==> src/rtl/alram_1x_pkg.sv <==
// Shared constants and types for the alram_1x small register-file RAM.
// Optional feature macro: ALRAM_1X_BYPASS_EN (write-first on same-address collision).
package alram_1x_pkg;

  localparam int WID_DEF  = 10;
  localparam int AWID_DEF = 2;
  localparam int DEP_DEF  = 1 << AWID_DEF;

  // Data word at the default width
  typedef logic [WID_DEF-1:0] word_t;

endpackage

==> src/rtl/alram_1x_mem.sv <==
// Raw storage array with a single synchronous write port and an
// asynchronous read tap. It has no reset: the array contents are not
// cleared, and the valid bitmap in the top masks unwritten words.
module alram_1x_mem
  import alram_1x_pkg::*;
#(
  parameter int WID  = WID_DEF,
  parameter int AWID = AWID_DEF,
  parameter int DEP  = 1 << AWID
) (
  input  logic            clk,
  input  logic            we,
  input  logic [AWID-1:0] wa,
  input  logic [WID-1:0]  wdi,
  input  logic [AWID-1:0] ra,
  output logic [WID-1:0]  rdat
);

  logic [WID-1:0] mem_q [DEP];

  // Write port: store wdi at wa when enabled
  always_ff @(posedge clk) begin
    if (we) mem_q[wa] <= wdi;
  end

  // The read tap is combinational; the top registers the result
  assign rdat = mem_q[ra];

endmodule

==> src/rtl/alram_1x.sv <==
// alram_1x: DEP x WID RAM with one write port, one read port and a
// registered read. A per-word valid bitmap is cleared by reset, so every
// address reads zero until it is written again. Collisions read old data
// by default. Defining ALRAM_1X_BYPASS_EN selects write-first behaviour.
// DEP must equal 2**AWID, so every address value is in range.
module alram_1x
  import alram_1x_pkg::*;
#(
  parameter int WID  = WID_DEF,
  parameter int AWID = AWID_DEF,
  parameter int DEP  = 1 << AWID
) (
  input  logic            clk,
  input  logic            rst,
  output logic [WID-1:0]  rdo,
  input  logic [AWID-1:0] ra,
  input  logic [WID-1:0]  wdi,
  input  logic [AWID-1:0] wa,
  input  logic            we
);

  logic [DEP-1:0] valid_q;
  logic [WID-1:0] rdo_q, rdo_d;
  logic [WID-1:0] mem_rd;
  logic           we_en;

  // The array has no reset, so gate its writes here.
  // Writes presented during reset must not land.
  assign we_en = we & ~rst;

  alram_1x_mem #(
    .WID  (WID),
    .AWID (AWID),
    .DEP  (DEP)
  ) u_mem (
    .clk  (clk),
    .we   (we_en),
    .wa   (wa),
    .wdi  (wdi),
    .ra   (ra),
    .rdat (mem_rd)
  );

  // Mark written words valid; reset invalidates the whole array at once
  always_ff @(posedge clk or posedge rst) begin
    if (rst)     valid_q     <= '0;
    else if (we) valid_q[wa] <= 1'b1;
  end

  // Next read value: masked array data, optionally bypassed on collision
  always_comb begin
    rdo_d = valid_q[ra] ? mem_rd : '0;
`ifdef ALRAM_1X_BYPASS_EN
    if (we && (wa == ra)) rdo_d = wdi;
`endif
  end

  // Read register: reloads every cycle, and reset discards any in-flight result
  always_ff @(posedge clk or posedge rst) begin
    if (rst) rdo_q <= '0;
    else     rdo_q <= rdo_d;
  end

  assign rdo = rdo_q;

endmodule

==> config.mk <==
export PLATFORM = sky130hd
export DESIGN_NAME = alram_1x
export DESIGN_NICKNAME = d
export VERILOG_FILES = /design/src/rtl/alram_1x_pkg.sv /design/src/rtl/alram_1x_mem.sv /design/src/rtl/alram_1x.sv
export SDC_FILE = /design/constraint.sdc
export NUM_CORES = 1
export LEC_CHECK = 0
export BUFFER_PORTS_ARGS = -buffer_cell sky130_fd_sc_hd__buf_4
export CORE_ASPECT_RATIO = 1.75
export CORE_MARGIN = 3
export CORE_UTILIZATION = 39
export DETAILED_ROUTE_END_ITERATION = 10
export PLACE_DENSITY = 0.58
export SLEW_MARGIN = 15
export SYNTH_ARGS = -nofsm -noshare
export SYNTH_HDL_FRONTEND = slang
export SYNTH_SLANG_ARGS = --single-unit
==> constraint.sdc <==
create_clock -name clk -period 2.39 [get_ports clk]
set_input_delay 0.1195 -clock clk [delete_from_list [all_inputs] [get_ports clk]]
set_output_delay 0.1195 -clock clk [all_outputs]
set_load 0.01 [all_outputs]
### After elaboration in Yosys (flattened, before gate mapping)

Memories as Yosys holds them, arrays and structs flattened.
Index checks and enable logic that the tools add are counted.

| storage, ports and cells | value |
|---|---|
| RAM bits | 40 |
| output and inout bits | 10 |
| bits of input ports | 17 |
| bits in registers | 14 |
| memories kept | 1 |

| cells by class | value |
|---|---|
| reduce and logical (&&, ||, !) cells | 1 |
| bitwise logic cells | 3 |
| muxes and demuxes | 7 |
| magnitude comparators | 3 |

Memory list:

| name | depth | width | read ports | clocked after memory_dff | write ports | RTL line | source |
|---|---|---|---|---|---|---|---|
| u_mem.mem_q | 4 | 10 | 1 | 0 | 1 | alram_1x_mem.sv:19 | `logic [WID-1:0] mem_q [DEP];` |

Operator list:

| kind | number |
|---|---|
| $mux W10 | 1 |
| $lt A2 B3 Y1 const B | 2 |
| $mux W1 | 4 |
| $or A4 B4 Y4 | 1 |
| $bmux W1 S2 | 1 |
| $demux W1 S2 | 1 |
| $ge A2 B1 Y1 const B | 1 |
| $and A1 B1 Y1 | 1 |
| $logic_and A1 B1 Y1 | 1 |
| $not A1 Y1 | 1 |

### Depth between registers and ports, before layout

Gate-level depths: netlist of run 1.

| logic depth | value |
|---|---|
| depth in word-level cells | 5 |
| depth in mapped cells | 3 |
| mapped depth without buffers | 2 |

### By module

From an unflattened synthesis of run 1, not the netlist that was laid out.

| second synthesis, totals | value |
|---|---|
| cell total of the unflattened synthesis | 90 |
| area total of the unflattened synthesis | 1963.1 um2 |

Modules (own cells, without submodules):

| module | times used | cells each | area an instance (um2) |
|---|---|---|---|
| alram_1x_mem | 1 | 56 | 1473.9 |
| alram_1x | 1 | 34 | 489.2 |

### Worst setup path before layout of run 1

No wires, ideal clock.

| path | value |
|---|---|
| path kind | input port to flip-flop |
| start | input port rst |
| end | memory u_mem.mem_q[0][0] (netlist name), enable pin |
| arrival time | 1.029 ns |
| buffers on the path | 0 |
| data required time | 2.000 ns |
| cell stages on the path | 2 |
| slack | 0.972 ns |
| path through | nand2b_1 nor3_1 |

| on the way | value |
|---|---|
| cells in the longest elaborated chain, start to end | 4 |

RTL lines:

| item | RTL line | source |
|---|---|---|
| start: declaration | alram_1x.sv:14 | `input logic rst,` |
| $not A1 Y1 | alram_1x.sv:29 | `assign we_en = we & ~rst;` |
| $and A1 B1 Y1 | alram_1x.sv:29 |  |
| $mux W1 | alram_1x_mem.sv:23 | `if (we) mem_q[wa] <= wdi;` |
| $mux W1 (implied by the code) | alram_1x_mem.sv:23 |  |
| end: declaration | alram_1x_mem.sv:19 |  |

No other way between the ends.

### Worst setup path after layout of run 1

| path | value |
|---|---|
| start | input port rst |
| end | memory u_mem.mem_q[1][6] (netlist name), enable pin |

Same word-level chain as after synthesis.

==> impl_metrics.tcl, run 1 <==
set metrics [dict create \
    critPathArrivalTime_ns 1.43 \
    n_antenna_cell 0 \
    ff2ff_path_depth 2 \
    leakagePower_nw 0.847 \
    gp_congestion 0.729 \
    status "finished clean" \
    synthTopCellsByArea "edfxtp_1 (62%), dfrtp_1 (18%), mux4_2 (13%), and2_1 (3.2%), a31o_2 (1.8%)" \
    synth_nets 106 \
    slew_viol_final 0 \
    die_y_microns 99.6 \
    multi_input_area_sq_um 372 \
    root_buffer "clkbuf_8" \
    p_int_mw 1.32 \
    period_share_pct 59.4 \
    die_w_microns 59.5 \
    finClkSkew_ns 0.00536 \
    ys.flop_type "edfxtp_1" \
    power_frac_comb_pct 7.8 \
    switchingPower_mw 0.330 \
    die-area_sq_mm 0.00592 \
    yosysWarnings 0 \
    clkTransAtPathRegs_ns 0.09 \
    grt_start_max_net_pins 17 \
    min-delay-start "wdi[7]" \
    power_frac_clock_pct 28.3 \
    row_count 33 \
    synth-seq-cells 54 \
    pre_cts_slack_ns 1.09 \
    fmax_mhz 705 \
    routed_wl_mm 3.16 \
    wire_per_inst_microns 17.4 \
    worst-slew-pin-transition_ns 0.512 \
    num_vias 932 \
    drt-initial-drc-count 34 \
    synth_top_cells_by_count "edfxtp_1 (40), dfrtp_1 (14), mux4_2 (11)" \
    slew_headroom_pct 65.8 \
    cts_buffer_depth 2 \
    ant_nets 0 \
    post-route-util_pct 49.4 \
    drv_cap 0 \
    r2r_slack_ns 1.17 \
    p_per_area_mw_per_mm2 704 \
    grt_overflow 0 \
    ir_drop_mv 0.405 \
    rsz0062_at_grt "no" \
    ys_async_sr_fraction_pct 25.9 \
    yosysUniqueCellTypes 10 \
    antenna_found_initial 0 \
    syn_area_per_cell_sq_um 21.9 \
    drc 0 \
    cp-end-kind "flop" \
    hold_viol 0 \
    swShare_pct 20.0 \
    grt_pass1_wl_mm 5.31 \
    yosysTopAreaCell "edfxtp_1" \
    dp_hpwl_mm 2.28 \
    crit_path_start_kind "input pin" \
    syn_inst 89 \
    ctsResizeCount 0 \
    tns_ns 0 \
    path_class "input pin to flop" \
    holdBufCountCts 1 \
    cts_tree "done" \
    avgViaCountPerCell 5.15 \
    r2r_start "valid_q[3]" \
    grt_use_total_pct 12.6 \
    hold_depth 1 \
    htree_levels 2 \
    total_power_mw 1.65 \
    path_max_fanout 5 \
    grt_pass1_vias 1038 \
    regArea_sq_mm 0.00155 \
    worst_slack_ns 0.971 \
    core_area_sq_mm 0.00475 \
    min_to "u_mem.mem_q[3][7]" \
    area_growth_pct 20.2 \
    worst_r2r_endpoint "rdo[4]" \
    cts_sinks 54 \
    seqPwrFrac_pct 63.9 \
    min_path_type "input pin to flop" \
    portBuffers 26 \
    yosysMostFrequentCell "edfxtp_1" \
    synth_edf_count 40 \
    finalSetupViolations 0 \
    clock_latency_ns 0.30 \
    postCtsSetupRepairBufs 0 \
    start_util_pct 41.1 \
    syn_area_sq_mm 0.00195 \
    cts_inserted_buffers 5 \
    synth_top_area_share_pct 61.6 \
    nets 145 \
    ys_seq_area_share_pct 79.5 \
    first_pass_iters 4 \
    layout_min_cycle_time_ns 1.42 \
    io_pins 27 \
    drive_above_1_share_pct 41.1 \
    worstPathRequired_ns 2.40 \
    fillCellCount 394 \
]
==> cells in the final DEF, fill, tap and decap left out <==
| master | count |
|---|---|
| clkinv_2 | 2 |
| dfrtp_1 | 14 |
| inv_1 | 3 |
| clkbuf_8 | 5 |
| nand2b_1 | 1 |
| clkbuf_1 | 1 |
| buf_4 | 31 |
| and2_1 | 10 |
| edfxtp_1 | 40 |
| dlygate4sd3_1 | 3 |
| mux4_2 | 11 |
| nor3_1 | 4 |
| a31o_2 | 4 |
==> area by class of cell <==
class                           instances  area share [%]
Timing Repair Buffer                   34            11.2
Multi-Input combinational cell         30            15.8
Clock buffer                            6            3.09
Tap cell                               52            2.77
Sequential cell                        54            66.2
Inverter                                3           0.480
Clock inverter                          2           0.427
==> worst max-delay path by stage <==
| stage | from | end | slack, ns | cells after the start |
|---|---|---|---|---|
| after global placement | ra[0] | rdo[8] | 1.12 | 3 |
| after detailed placement | ra[0] | rdo[4] | 1.09 | 3 |
| final | rst | u_mem.mem_q[1][6] | 0.97 | 5 |
| after global routing | rst | u_mem.mem_q[1][9] | 0.88 | 5 |
| after floorplan | rst | u_mem.mem_q[0][0] | 0.97 | 2 |
| after CTS | rst | u_mem.mem_q[1][1] | 0.96 | 5 |
==> power by group through the flow <==
stage	logic (mW)	registers [mW]	clock network, mW
after global placement	0.125	1.08	0
after detailed placement	0.129	1.08	0
after CTS	0.130	1.06	0.489
after floorplan	0.0523	1.08	0
after global routing	0.143	1.06	0.529
final	0.129	1.05	0.466
==> routing by layer <==
layer  vias up  GRT usage (%)  part of all wire, %
met1       477           14.6                   38
met5         -              0                    0
met4         0           5.24                  1.5
met2        23           21.5                   57
li1        428              -                    -
met3         4           3.25                  3.6
==> worst max-delay path, stage by stage <==
cell and delay [ns]:
dlygate4sd3_1 0.54, buf_4 0.13, nand2b_1 0.18, nor3_1 0.24, buf_4 0.21
==> registers in the layout, indices dropped and copies added, names as in the netlist <==
| register | cells |
|---|---|
| rdo | 10 |
| valid_q | 4 |
| u_mem.mem_q | 40 |
==> cells by family after synthesis <==
group / synth area share (%)
compound gates: 1.80
buf+inv: 1.41
flops: 79.5
mux: 12.7
simple gates: 4.55
==> metrics by stage <==
step / area (sq um) / instances / hold WS (ns)
after detailed placement: 2230 / 170 / 0.195
after global placement: 2230 / 170 / 0.181
final: 2340 / 181 / 0.0209
after CTS: 2320 / 179 / 0.00560
after floorplan: 1950 / 89 / 0.00872
after global routing: 2340 / 181 / 0.00319
Note: power is estimated with default switching activity, not from simulation.
==> run 2: changes to the inputs <==
==> constraint.sdc (replaced) <==
create_clock -name clk -period 1.35 [get_ports clk]
set_input_delay 0.0675 -clock clk [delete_from_list [all_inputs] [get_ports clk]]
set_output_delay 0.0675 -clock clk [all_outputs]
set_load 0.01 [all_outputs]
==> run 2 against run 1 <==
Combinational power increased by 100%; setup slack worse by 0.90 ns; via count up 4.1%; final cell count rose by 6.6%; clock skew about the same; hold slack better by 0.022 ns; power grew 100%; utilization grew 3.7 points.
==> impl_metrics.tcl, run 2 (synthesis gave the netlist of run 1 again) <==
set metrics [dict create \
    drive_above_1_share_pct 41.1 \
    drc 0 \
    ant_nets 0 \
    seqPwrFrac_pct 56.0 \
    worst-slew-pin-transition_ns 0.522 \
    p_per_area_mw_per_mm2 1320 \
    grt_pass1_vias 1127 \
    total_power_mw 3.33 \
    row_count 33 \
    wire_per_inst_microns 17.6 \
    period_share_pct 94.6 \
    grt_start_max_net_pins 17 \
    root_buffer "clkbuf_8" \
    path_class "flop to flop" \
    cts_sinks 54 \
    cts_inserted_buffers 5 \
    hold_viol 0 \
    final_common_cell "edfxtp_1" \
    first_pass_iters 4 \
    switchingPower_mw 0.619 \
    largest-register "u_mem.mem_q" \
    fin_cells 193 \
    slew_headroom_pct 65.1 \
    status "finished clean" \
    ctsResizeCount 0 \
    cp-end-kind "flop" \
    whs_ns 0.0431 \
    gp_congestion 0.725 \
    rsz0062_at_grt "no" \
    crit_chain "mux4_2 > and2_1" \
    ff2ff_path_depth 2 \
    finClkSkew_ns 0.00529 \
    fmax_mhz 783 \
    finalSetupViolations 0 \
    routed_wl_mm 3.39 \
    worst_slack_ns 0.0731 \
    clock_latency_ns 0.30 \
    min-delay-start "we" \
    die_w_microns 59.5 \
    n_antenna_cell 0 \
    fillCellCount 386 \
    avgViaCountPerCell 5.03 \
    slew_viol_final 0 \
    r2r_start "valid_q[3]" \
    ir_drop_mv 0.951 \
    power_frac_clock_pct 36.3 \
    die_y_microns 99.6 \
    regArea_sq_mm 0.00155 \
    multi_input_area_sq_um 372 \
    swShare_pct 18.6 \
    io_pins 27 \
    path_max_fanout 10 \
    min_path_type "input pin to flop" \
    p_int_mw 2.72 \
    cts_tree "done" \
    clkTransAtPathRegs_ns 0.09 \
    worst_r2r_endpoint "rdo[8]" \
    hold_depth 2 \
    core_area_sq_mm 0.00475 \
    num_vias 970 \
    critPathArrivalTime_ns 1.47 \
    antenna_found_initial 0 \
    grt_overflow 0 \
    pre_cts_slack_ns 0.0760 \
    grt_pass1_wl_mm 5.80 \
    grt_use_total_pct 13.6 \
    r2r_slack_ns 0.07 \
    stdcell_area_sq_mm 0.00252 \
    cts_buffer_depth 2 \
    drv_cap 0 \
    crit_slowest_cell "mux4_2" \
    htree_levels 2 \
    worstPathRequired_ns 1.55 \
    nets 157 \
    area_growth_pct 29.3 \
    max_stage_delay_ns 0.58 \
    crit_path_start_kind "flop" \
    dp_hpwl_mm 2.45 \
    dpl_cell_area_sq_mm 0.00227 \
    drt-initial-drc-count 9 \
    portBuffers 26 \
    start_util_pct 41.1 \
    layout_common_cells "edfxtp_1 (40), buf_4 (34), dfrtp_1 (14)" \
    largest_register_ffs 40 \
    min_to "valid_q[1]" \
    power_frac_comb_pct 7.7 \
    die-area_sq_mm 0.00592 \
    layout_min_cycle_time_ns 1.28 \
    dp_cells 174 \
    leakagePower_nw 0.931 \
]
[run 2: cell count changes in the layout (fill, tap and decap cells not counted)]
cell,previous run,this run
dlygate4sd3_1,3,11
clkinv_2,2,0
buf_4,31,34
clkbuf_8,5,6
buf_12,0,1
bufinv_16,0,1
clkbuf_16,0,1
clkbuf_1,1,0
[run 2: worst max-delay path by stage]
stage | cells past startpoint | startpoint | endpoint
2_1_floorplan | 2 | rst | u_mem.mem_q[0][0]
3_3_place_gp | 2 | valid_q[3] | rdo[5]
3_5_place_dp | 2 | valid_q[3] | rdo[8]
4_1_cts | 2 | valid_q[3] | rdo[8]
5_1_grt | 2 | valid_q[3] | rdo[1]
6_report | 2 | valid_q[3] | rdo[8]
[run 2: through the flow]
stage / TNS, ns / util [%]
global route: 0 / 53.1
finish: 0 / 53.1
detailed placement: 0 / 47.9
floorplan: -0.652 / -
global placement: 0 / 47.9
CTS: 0 / 53.1
[run 2: layout make-up]
type	count	area share, %
well taps	52	2.58
inverters	3	0.446
clock buffers	7	4.27
flip-flops and latches	54	61.5
repair buffers	46	15.3
clock inverters	1	1.19
multi-input cells	30	14.7
[run 2: repair_timing]
item	4_1_cts	5_1_grt
endpoints found under the hold margin	54	0
hold buffers	11	0
setup buffers	0	0
[run 2: critical path: cells and delay by family, from the launching register on]
family / cells / cell delay, ns
muxes: 1 / 0.58
DFF: 1 / 0.40
and+or+nand+nor: 1 / 0.19
[run 2: power by group through the flow]
stage	Clock, mW	Combinational [mW]	Sequential (mW)
floorplan	0	0.0927	1.92
global placement	0	0.234	1.90
CTS	1.25	0.265	1.87
finish	1.21	0.258	1.87
global route	1.31	0.284	1.87
detailed placement	0	0.240	1.91
[run 2: per-layer routing]
| layer | wire length (microns) | up-vias | part of all wire, % | global-route usage, % |
|---|---|---|---|---|
| met4 | 70 | 0 | 2.1 | 5.76 |
| met2 | 1860 | 20 | 55 | 23.3 |
| li1 | - | 449 | - | - |
| met3 | 119 | 5 | 3.5 | 3.12 |
| met5 | 0 | - | 0 | 0 |
| met1 | 1350 | 496 | 40 | 15.8 |
